## src/rtl/action_sequencer_pkg.sv

```systemverilog
// Shared types and command-field layout for the action word sequencer.
package action_sequencer_pkg;

  localparam int unsigned CMD_W     = 8;
  localparam int unsigned ARG_W     = 6;
  localparam int unsigned DIR_BIT   = 5;
  localparam int unsigned CNT_MSB   = 4;
  localparam int unsigned CHAN_MSB  = 2;
  localparam int unsigned LASER_BIT = 0;

  typedef enum logic [1:0] {
    OP_WAIT   = 2'b00,
    OP_STEP   = 2'b01,
    OP_LASER  = 2'b10,
    OP_SAMPLE = 2'b11
  } opcode_e;

  typedef enum logic [2:0] {
    S_IDLE,
    S_FETCH,
    S_STEP,
    S_LASER,
    S_ADC,
    S_WAIT,
    S_DONE
  } seq_state_e;

  typedef struct packed {
    opcode_e          op;
    logic [ARG_W-1:0] arg;
  } cmd_t;

endpackage

```

## src/rtl/action_sequencer_tick_timer.sv

```systemverilog
// WAIT timer: after load, expire pulses in the (n*TICK_DIV)-th cycle following the load edge.
module action_sequencer_tick_timer #(
  parameter int unsigned TICK_DIV = 10000,
  parameter int unsigned N_W      = 6
) (
  input  logic           clk,
  input  logic           reset,
  input  logic           load,
  input  logic           clear,
  input  logic [N_W-1:0] n,
  output logic           expire
);

  localparam int unsigned CNT_W = $clog2(((2 ** N_W) - 1) * TICK_DIV + 1);

  logic [CNT_W-1:0] rem;
  logic             active;

  // rem counts down to 1; the registered expire then lands on the final cycle
  always_ff @(posedge clk) begin
    if (reset || clear) begin
      rem    <= '0;
      active <= 1'b0;
      expire <= 1'b0;
    end else begin
      expire <= 1'b0;
      if (load) begin
        rem    <= CNT_W'(n) * CNT_W'(TICK_DIV) - CNT_W'(1);
        active <= 1'b1;
      end else if (active) begin
        rem <= rem - CNT_W'(1);
        if (rem == CNT_W'(1)) begin
          expire <= 1'b1;
          active <= 1'b0;
        end
      end
    end
  end

endmodule

```

## src/rtl/action_sequencer.sv

```systemverilog
// Runs the eight commands of a latched action word (byte NCMD-1 first) against the
// stepper, laser and ADC through req/done handshakes.
module action_sequencer
  import action_sequencer_pkg::*;
#(
  parameter int unsigned NCMD     = 8,
  parameter int unsigned ADC_W    = 10,
  parameter int unsigned TICK_DIV = 10000
) (
  input  logic                    clk,
  input  logic                    reset,
  input  logic                    start,
  input  logic [CMD_W*NCMD-1:0]   action,
  input  logic                    abort,
  output logic                    busy,
  output logic                    seq_done,
  output logic                    step_req,
  output logic                    step_dir,
  output logic [4:0]              step_count,
  input  logic                    step_done,
  output logic                    laser_on,
  output logic                    adc_req,
  output logic [2:0]              adc_chan,
  input  logic                    adc_done,
  input  logic [ADC_W-1:0]        adc_data,
  output logic [ADC_W-1:0]        sample,
  output logic [$clog2(NCMD)-1:0] sample_slot,
  output logic                    sample_valid
);

  localparam int unsigned IDX_W = $clog2(NCMD);

  seq_state_e             state_q, state_d;
  logic [CMD_W*NCMD-1:0]  act_q, act_d;
  logic [IDX_W-1:0]       idx_q, idx_d;
  cmd_t                   cmd;
  logic                   advance_c, timer_load_c, timer_expire;
  logic                   busy_d, seq_done_d, step_req_d, step_dir_d, laser_on_d, adc_req_d;
  logic                   sample_valid_d;
  logic [4:0]             step_count_d;
  logic [2:0]             adc_chan_d;
  logic [ADC_W-1:0]       sample_d;
  logic [IDX_W-1:0]       sample_slot_d;

  // Current command byte selected by idx
  always_comb begin
    cmd = '0;
    for (int i = 0; i < NCMD; i++) begin
      if (idx_q == IDX_W'(i)) cmd = act_q[i*CMD_W +: CMD_W];
    end
  end

  action_sequencer_tick_timer #(
    .TICK_DIV (TICK_DIV),
    .N_W      (ARG_W)
  ) u_tick_timer (
    .clk    (clk),
    .reset  (reset),
    .load   (timer_load_c),
    .clear  (abort),
    .n      (cmd.arg),
    .expire (timer_expire)
  );

  // Next-state and next-output logic
  always_comb begin
    state_d        = state_q;
    act_d          = act_q;
    idx_d          = idx_q;
    advance_c      = 1'b0;
    timer_load_c   = 1'b0;
    step_req_d     = step_req;
    step_dir_d     = step_dir;
    step_count_d   = step_count;
    laser_on_d     = laser_on;
    adc_req_d      = adc_req;
    adc_chan_d     = adc_chan;
    sample_d       = sample;
    sample_slot_d  = sample_slot;
    sample_valid_d = 1'b0;

    case (state_q)
      S_IDLE: begin
        if (start && !abort) begin
          act_d   = action;
          idx_d   = IDX_W'(NCMD - 1);
          state_d = S_FETCH;
        end
      end
      S_FETCH: begin
        case (cmd.op)
          OP_WAIT: begin
            if (cmd.arg == '0) begin
              state_d = S_DONE;
            end else begin
              state_d      = S_WAIT;
              timer_load_c = 1'b1;
            end
          end
          OP_STEP: begin
            if (cmd.arg[CNT_MSB:0] == '0) begin
              advance_c = 1'b1;
            end else begin
              state_d      = S_STEP;
              step_req_d   = 1'b1;
              step_dir_d   = cmd.arg[DIR_BIT];
              step_count_d = cmd.arg[CNT_MSB:0];
            end
          end
          OP_LASER: state_d = S_LASER;
          OP_SAMPLE: begin
            state_d    = S_ADC;
            adc_req_d  = 1'b1;
            adc_chan_d = cmd.arg[CHAN_MSB:0];
          end
        endcase
      end
      S_STEP: begin
        if (step_req && step_done) begin
          step_req_d = 1'b0;
          advance_c  = 1'b1;
        end
      end
      S_ADC: begin
        if (adc_req && adc_done) begin
          adc_req_d      = 1'b0;
          sample_d       = adc_data;
          sample_slot_d  = idx_q;
          sample_valid_d = 1'b1;
          advance_c      = 1'b1;
        end
      end
      S_LASER: begin
        laser_on_d = cmd.arg[LASER_BIT];
        advance_c  = 1'b1;
      end
      S_WAIT: begin
        if (timer_expire) advance_c = 1'b1;
      end
      S_DONE:  state_d = S_IDLE;
      default: state_d = S_IDLE;
    endcase

    if (advance_c) begin
      if (idx_q == '0) begin
        state_d = S_DONE;
      end else begin
        idx_d   = idx_q - IDX_W'(1);
        state_d = S_FETCH;
      end
    end

    // Abort wins over done/start; a sample captured this cycle is still reported
    if (abort && state_q != S_IDLE) begin
      state_d      = S_IDLE;
      step_req_d   = 1'b0;
      adc_req_d    = 1'b0;
      laser_on_d   = 1'b0;
      timer_load_c = 1'b0;
    end

    if (state_d == S_DONE) laser_on_d = 1'b0;
    busy_d     = (state_d != S_IDLE) && (state_d != S_DONE);
    seq_done_d = (state_d == S_DONE);
  end

  always_ff @(posedge clk) begin
    if (reset) begin
      state_q      <= S_IDLE;
      act_q        <= '0;
      idx_q        <= '0;
      busy         <= 1'b0;
      seq_done     <= 1'b0;
      step_req     <= 1'b0;
      step_dir     <= 1'b0;
      step_count   <= '0;
      laser_on     <= 1'b0;
      adc_req      <= 1'b0;
      adc_chan     <= '0;
      sample       <= '0;
      sample_slot  <= '0;
      sample_valid <= 1'b0;
    end else begin
      state_q      <= state_d;
      act_q        <= act_d;
      idx_q        <= idx_d;
      busy         <= busy_d;
      seq_done     <= seq_done_d;
      step_req     <= step_req_d;
      step_dir     <= step_dir_d;
      step_count   <= step_count_d;
      laser_on     <= laser_on_d;
      adc_req      <= adc_req_d;
      adc_chan     <= adc_chan_d;
      sample       <= sample_d;
      sample_slot  <= sample_slot_d;
      sample_valid <= sample_valid_d;
    end
  end

endmodule

```

## config.mk

```make
export PLATFORM = sky130hd
export DESIGN_NAME = action_sequencer
export DESIGN_NICKNAME = d
export VERILOG_FILES = /design/src/rtl/action_sequencer_pkg.sv /design/src/rtl/action_sequencer_tick_timer.sv /design/src/rtl/action_sequencer.sv
export SDC_FILE = /design/constraint.sdc
export NUM_CORES = 1
export LEC_CHECK = 0
export ABC_AREA = 1
export BUFFER_PORTS_ARGS = -buffer_cell sky130_fd_sc_hd__buf_2
export CAP_MARGIN = 40
export CELL_PAD_IN_SITES_DETAIL_PLACEMENT = 0
export CELL_PAD_IN_SITES_GLOBAL_PLACEMENT = 1
export CORE_ASPECT_RATIO = 1.1
export CORE_MARGIN = 2
export CORE_UTILIZATION = 31
export CTS_CLUSTER_DIAMETER = 60
export DETAILED_ROUTE_END_ITERATION = 6
export HOLD_SLACK_MARGIN = 0.02
export PLACE_DENSITY_LB_ADDON = 0.08
export SLEW_MARGIN = 20
export SYNTH_ARGS = -nofsm -noshare
export SYNTH_HDL_FRONTEND = slang
export SYNTH_SLANG_ARGS = --single-unit
```

## constraint.sdc

```tcl
create_clock -name clk -period 9.93 [get_ports clk]
set_input_delay 0.993 -clock clk [delete_from_list [all_inputs] [get_ports clk]]
set_output_delay 0.993 -clock clk [all_outputs]
set_load 0.02 [all_outputs]
```

==> Yosys cells after proc, flatten, opt, wreduce, memory -nomap -nowiden <==
Index checks and enable logic that the tools add are counted.
{ "word_totals": {"ff_bits": 120, "latchBits": 0, "mem_bits_rw": 0, "rom_bits": 0, "in_bits": 80, "out_inout_bits": 28, "memories": 0} }
{ "classes": {"addsub": 3, "n_mul": 1, "div": 0, "order_cmp": 0, "eq_ne": 23, "n_shift": 0, "muxes": 43, "bitwise_logic": 3, "n_reduce_logical": 28} }
{ "op_table": {"columns": ["op", "n"], "rows": [
  ["two-way mux 8 bit", 8],
  ["two-way mux 20 bit", 2],
  ["subtractor 20 x 1 -> 20 bit (second input constant)", 2],
  ["two-way mux 3 bit", 9],
  ["== test 3 bit (second input constant)", 7],
  ["== test 20 x 1 -> 1 bit (second input constant)", 1],
  ["two-way mux 1 bit", 18],
  ["multiplier 6 x 10 -> 16 bit (second input constant)", 1],
  ["== test 3 x 2 -> 1 bit (second input constant)", 4],
  ["case mux 3 bit (4 select lines)", 1],
  ["case mux 3 bit (3 select lines)", 1],
  ["inequality test 2 bit (second input constant)", 4],
  ["== test 3 x 1 -> 1 bit (second input constant)", 2],
  ["logical NOT 3 bit", 2],
  ["logical NOT 6 bit", 1],
  ["AND reduction 2 bit", 3],
  ["AND reduction 3 bit", 2],
  ["nonzero test 2 bit", 3],
  ["nonzero test 3 bit", 2],
  ["OR reduction 3 bit", 2],
  ["logical AND 1 bit", 5],
  ["logical NOT 5 bit", 1],
  ["case mux 1 bit (5 select lines)", 1],
  ["== test 2 bit (second input constant)", 2],
  ["other kinds (13)", 17]
]} }

==> Longest topological paths before layout <==
{ "depth": {"word_depth": 17, "mapped_depth": 35, "mapped_depth_nobuf": 34} }

==> Hierarchy <==
From an unflattened synthesis, not the netlist that was laid out.
{ "unflattened": {"hier_cells": 1041, "hier_area_um2": 7060.5} }
{ "by_module_without_submodules": {"columns": ["mod", "n_inst", "cells_each", "area_per_inst_um2", "seq_area_each_um2"], "rows": [
  ["action_sequencer", 1, 663, 4565.6, 1961.9],
  ["action_sequencer_tick_timer", 1, 378, 2494.9, 440.4]
]} }

==> Worst setup path after synthesis <==
No wires, ideal clock.
{ "synth_timing": {"kind": "flip-flop to flip-flop", "start": "register idx_q[0]", "end": "register u_tick_timer.rem[15]", "arrival_ps": 4690, "t_required_ps": 9798, "path_slack_ps": 5107, "path_stages_with_launch": 25, "period_less_slack_ps": 4823, "path_cell_list": "dfxtp_1 > inv_1 > ha_1 > nand2_4 > buf_6 > nand3_1 > o211ai_1 > nand4_1 > o21ai_0 > nand2_1 > a22oi_1 > ha_1 > ha_1 > fa_1 > ha_1 > fa_1 > a31o_2 > xor2_1 > nand2_1 > nor2_1 > nand3_1 > o21ai_0 > nand3_1 > o211ai_1 > a21oi_1"} }
{ "synth_via": {"elab_chain_cells": 15} }
{ "synth_rtl": {"columns": ["item", "line_no", "source"], "rows": [
  ["from (decl)", "action_sequencer.sv:35", "logic [IDX_W-1:0] idx_q, idx_d;"],
  ["from (signal assigned)", "action_sequencer.sv:186", "idx_q <= idx_d;"],
  ["logical NOT 3 bit", "action_sequencer.sv:49", "if (idx_q == IDX_W'(i)) cmd = act_q[i*CMD_W +: CMD_W];"],
  ["two-way mux 8 bit (7 in a row)", "action_sequencer.sv:49", null],
  ["two-way mux 8 bit *", "action_sequencer.sv:49", null],
  ["parallel branches: the longest is 6 deep, another holds subtractor 20 x 1 -> 20 bit", null, null],
  ["to (signal assigned)", "action_sequencer_tick_timer.sv:28", "rem <= CNT_W'(n) * CNT_W'(TICK_DIV) - CNT_W'(1);"],
  ["to (signal assigned)", "action_sequencer_tick_timer.sv:31", "rem <= rem - CNT_W'(1);"],
  ["to (decl)", "action_sequencer_tick_timer.sv:16", "logic [CNT_W-1:0] rem;"]
]} }
Mark *: on every way between the ends.
A chain may end at the register's enable or synchronous reset.

==> flow_summary.json <==
{
  "p_comb_frac": 0.528,
  "powerDensity_nw_per_um2": 317,
  "grt_start_max_net_pins": 76,
  "drc_errors": 0,
  "synthArstFlopShare": 0,
  "synth.yosys.warnings": 0,
  "setup_tns_ns": 0,
  "cts_num_sinks": 120,
  "status": "completed",
  "synthSimpleGateAreaFrac": 0.313,
  "ys_types": 47,
  "cts_setup_buffers": 0,
  "gp_congestion": 0.793,
  "avgSynthCellArea_um2": 6.96,
  "gr-total-overflow": 0,
  "cts_resized": 0,
  "route.vias.total": 6390,
  "arrival_ns": 5.71,
  "finClkSkew_ns": 0.0222,
  "cp.depth": 27,
  "worst_pin_slew_ns": 0.633,
  "cts.clk_slew.worst_paths_ns": 0.06,
  "setup_violations": 0,
  "power_leakage_nw": 3.96,
  "finalCriticalPeriod_ns": 5.40,
  "vdd_drop_max_v": 0.000124,
  "syn-cell-area_um2": 6980,
  "wire_per_inst_um": 14.7,
  "whs_endpoint": "act_q[38]$_SDFFE_PP0P_",
  "whs_path_depth": 2,
  "drv_slew": 0,
  "dp_hpwl_um": 15800,
  "ys_ff_latch": 120,
  "synth-compound-area-share": 0.148,
  "hold_class": "register to register",
  "hold_viol_final": 0,
  "portBuffers": 107,
  "synthesis.nets": 1126,
  "num_antenna_cells": 0,
  "nNetsFinal": 1221,
  "max_freq_mhz": 185,
  "crit_path_max_fanout": 14,
  "postSynthCellCount": 1003,
  "core_area_um2": 22100,
  "synthXorXnorAreaFrac": 0.0314,
  "root_buffer": "clkbuf_16",
  "intPower_w": 0.00143,
  "clkPwrFrac": 0.249,
  "row_count": 57,
  "cp-start-kind": "register",
  "power_switching_w": 0.00123,
  "yosys.area_share.adder": 0.0846,
  "drt-initial-drc-count": 249,
  "regToRegSetupSlack_ns": 4.53,
  "synth_mux_area_frac": 0,
  "die-area_um2": 23700,
  "grt_pass1_vias": 6444,
  "seqPwrFrac": 0.224,
  "r2r_start": "idx_q[1]$_SDFF_PP0_",
  "antenna_left": 0,
  "required_ns": 10.23,
  "worstSetupEndpointType": "register",
  "wirelength_um": 20600,
  "area_growth_pct": 20.1,
  "max_stage_delay_ns": 0.49,
  "synth_seq_area_share": 0.344,
  "ys.flop_type": "dfxtp_1",
  "hold_buffers": 0,
  "htreeDepth": 4,
  "synth-edff-count": 0,
  "timing.final.crit_share": 0.544,
  "critPathKind": "register to register",
  "r2r-end": "u_tick_timer.rem[15]$_SDFFE_PP0P_",
  "design_area_um2": 8390,
  "min-delay-start": "act_q[38]$_SDFFE_PP0P_",
  "grtUsageTotal": 0.180,
  "cts_tree": "yes",
  "ff2ff_path_depth": 27,
  "antenna_found_initial": 0,
  "start_util": 0.316,
  "synth_top_family_by_area": "simple AND/OR/NAND/NOR gates",
  "cp.buffers_inverters": 6,
  "post_dp_cell_area_um2": 7760,
  "io_pins": 108,
  "clock_path_buffers": 2,
  "swShare": 0.464,
  "firstDrtPassIters": 4,
  "cpMostUsedCell": "nand2_1",
  "crit_slowest_cell": "fa_1",
  "path_delay_family": "adder cells",
  "clock_latency_ns": 0.43,
  "fp.dieW_um": 147,
  "cts_made_buffers": 17,
  "maxCapViolations": 0,
  "grt_pass1_wl_um": 33800,
  "vias_per_cell": 4.54,
  "relSlewSlack": 0.578,
  "drive_above_1_share": 0.191,
  "rsz0062_at_grt": "false",
  "die_h_um": 161
}
[power groups by stage]
stage | Combinational [W] | Sequential (W) | Clock (W)
after floorplan | 0.00110 | 0.000591 | 0
after global placement | 0.00143 | 0.000607 | 0
after detailed placement | 0.00142 | 0.000607 | 0
after CTS | 0.00143 | 0.000596 | 0.000677
after global routing | 0.00161 | 0.000603 | 0.000704
final | 0.00140 | 0.000595 | 0.000661
[placed cells by master, fill, tap and decap left out, types with 7 or more instances in the layout]
cell type  Yosys  final
xnor2_1        9      9
nor2_1       193    193
a21oi_1       52     52
nand2_1      184    184
ha_1          36     36
nand4_1       10     10
nor3_1        19     19
inv_2         11     12
fa_1           7      7
buf_2          3    108
dfxtp_1      120    120
xor2_1        16     16
nand3_1       37     36
clkbuf_16      0     17
nand2_2       18     18
inv_1         84     83
o21ai_0       97     97
[routing by layer]
metal	track usage	part of all wire	vias up
met5	0	0	-
li1	-	-	3432
met2	0.314	0.50	100
met3	0.0331	0.025	17
met4	0.0511	0.013	0
met1	0.227	0.47	2841
[how the worst max path moves through the flow]
stage	end	from	slack (ns)
2_1_floorplan	u_tick_timer.rem[15]$_SDFFE_PP0P_	idx_q[0]$_SDFF_PP0_	5.11
3_3_place_gp	u_tick_timer.rem[15]$_SDFFE_PP0P_	idx_q[1]$_SDFF_PP0_	4.43
3_5_place_dp	u_tick_timer.rem[15]$_SDFFE_PP0P_	idx_q[1]$_SDFF_PP0_	4.24
4_1_cts	u_tick_timer.rem[15]$_SDFFE_PP0P_	idx_q[1]$_SDFF_PP0_	4.21
5_1_grt	u_tick_timer.rem[15]$_SDFFE_PP0P_	idx_q[1]$_SDFF_PP0_	3.96
6_report	u_tick_timer.rem[15]$_SDFFE_PP0P_	idx_q[1]$_SDFF_PP0_	4.53
[cell usage after synthesis (2+ instances only)]
library cell  instances  area share
or2_2                 3      0.0027
o211ai_2              3      0.0054
or2_0                 2      0.0018
xor2_1               16       0.020
o21ai_0              97       0.070
inv_2                11      0.0059
nor4_1                2      0.0018
clkinv_1              3      0.0016
ha_1                 36       0.065
o211ai_1              6      0.0065
nand4_1              10      0.0090
inv_1                84       0.045
clkbuf_1             28       0.015
xnor2_1               9       0.011
nor2_1              193        0.10
dfxtp_1             120        0.34
o21a_1                3      0.0032
o21ai_2               3      0.0038
nand3b_1              5      0.0054
nor3_1               19       0.014
a21oi_1              52       0.037
o21ai_1               6      0.0043
nand2_1             184       0.099
o21bai_1              3      0.0032
buf_6                 3      0.0048
buf_4                 2      0.0022
nand2_2              18       0.016
nand3_1              37       0.027
a21oi_2               3      0.0038
buf_2                 3      0.0022
nand2_4               6      0.0097
nor2_2                6      0.0054
fa_1                  7       0.020
nand3_2               5      0.0072
a211oi_1              2      0.0022
a31oi_1               2      0.0018
[flip-flops by register name, summed over array words and instances, names as in the netlist]
signal and flops:
adc_chan 3, laser_on 1, step_dir 1, sample 10, idx_q 3, u_tick_timer.rem 20, sample_valid 1, adc_req 1
sample_slot 3, state_q 3, seq_done 1, act_q 64, u_tick_timer.active 1, u_tick_timer.expire 1, step_req 1, step_count 5
busy 1
[logic make-up after synthesis]
family	Yosys count
AOI/OAI and AO/OA	184
xor gates and xnor gates	25
adders and majority gates	43
buffers and inverters	136
DFF	120
and+or+nand+nor	495
[per-stage QoR]
step	util	cells	hold slack [ns]	total power, W	setup WS [ns]
6_report	0.379	1406	0.452	0.00266	4.53
2_1_floorplan	-	1003	0.425	0.00169	5.11
3_5_place_dp	0.351	1373	0.446	0.00202	4.24
3_3_place_gp	0.350	1372	0.442	0.00204	4.43
5_1_grt	0.379	1406	0.474	0.00292	3.96
4_1_cts	0.379	1405	0.455	0.00270	4.21
[worst register-to-register path: stages, from the launching register on]
cell      delay, ns
dfxtp_1        0.32
inv_1          0.13
ha_1           0.38
nand2_1        0.37
inv_1          0.21
nand2_1        0.07
nand2_1        0.05
inv_1          0.04
nand2_1        0.06
nand2_1        0.06
nand2_1        0.23
inv_1          0.14
fa_1           0.49
inv_1          0.06
fa_1           0.45
ha_1           0.30
ha_1           0.35
inv_1          0.11
o21bai_1       0.08
a31o_2         0.23
xor2_1         0.27
nand2_1        0.11
nor2_1         0.17
nand3_1        0.12
o21ai_0        0.18
nand3_1        0.11
o211ai_1       0.10
a21oi_1        0.08
[area by class of cell]
type	count	area, um^2
Multi-Input combinational cell	747	4030
Clock inverter	14	189
Inverter	100	385
Sequential cell	120	2400
Tap cell	295	369
Clock buffer	18	429
Fill cell	2468	13700
Timing Repair Buffer	112	583
(Power assumes the default switching activity.)
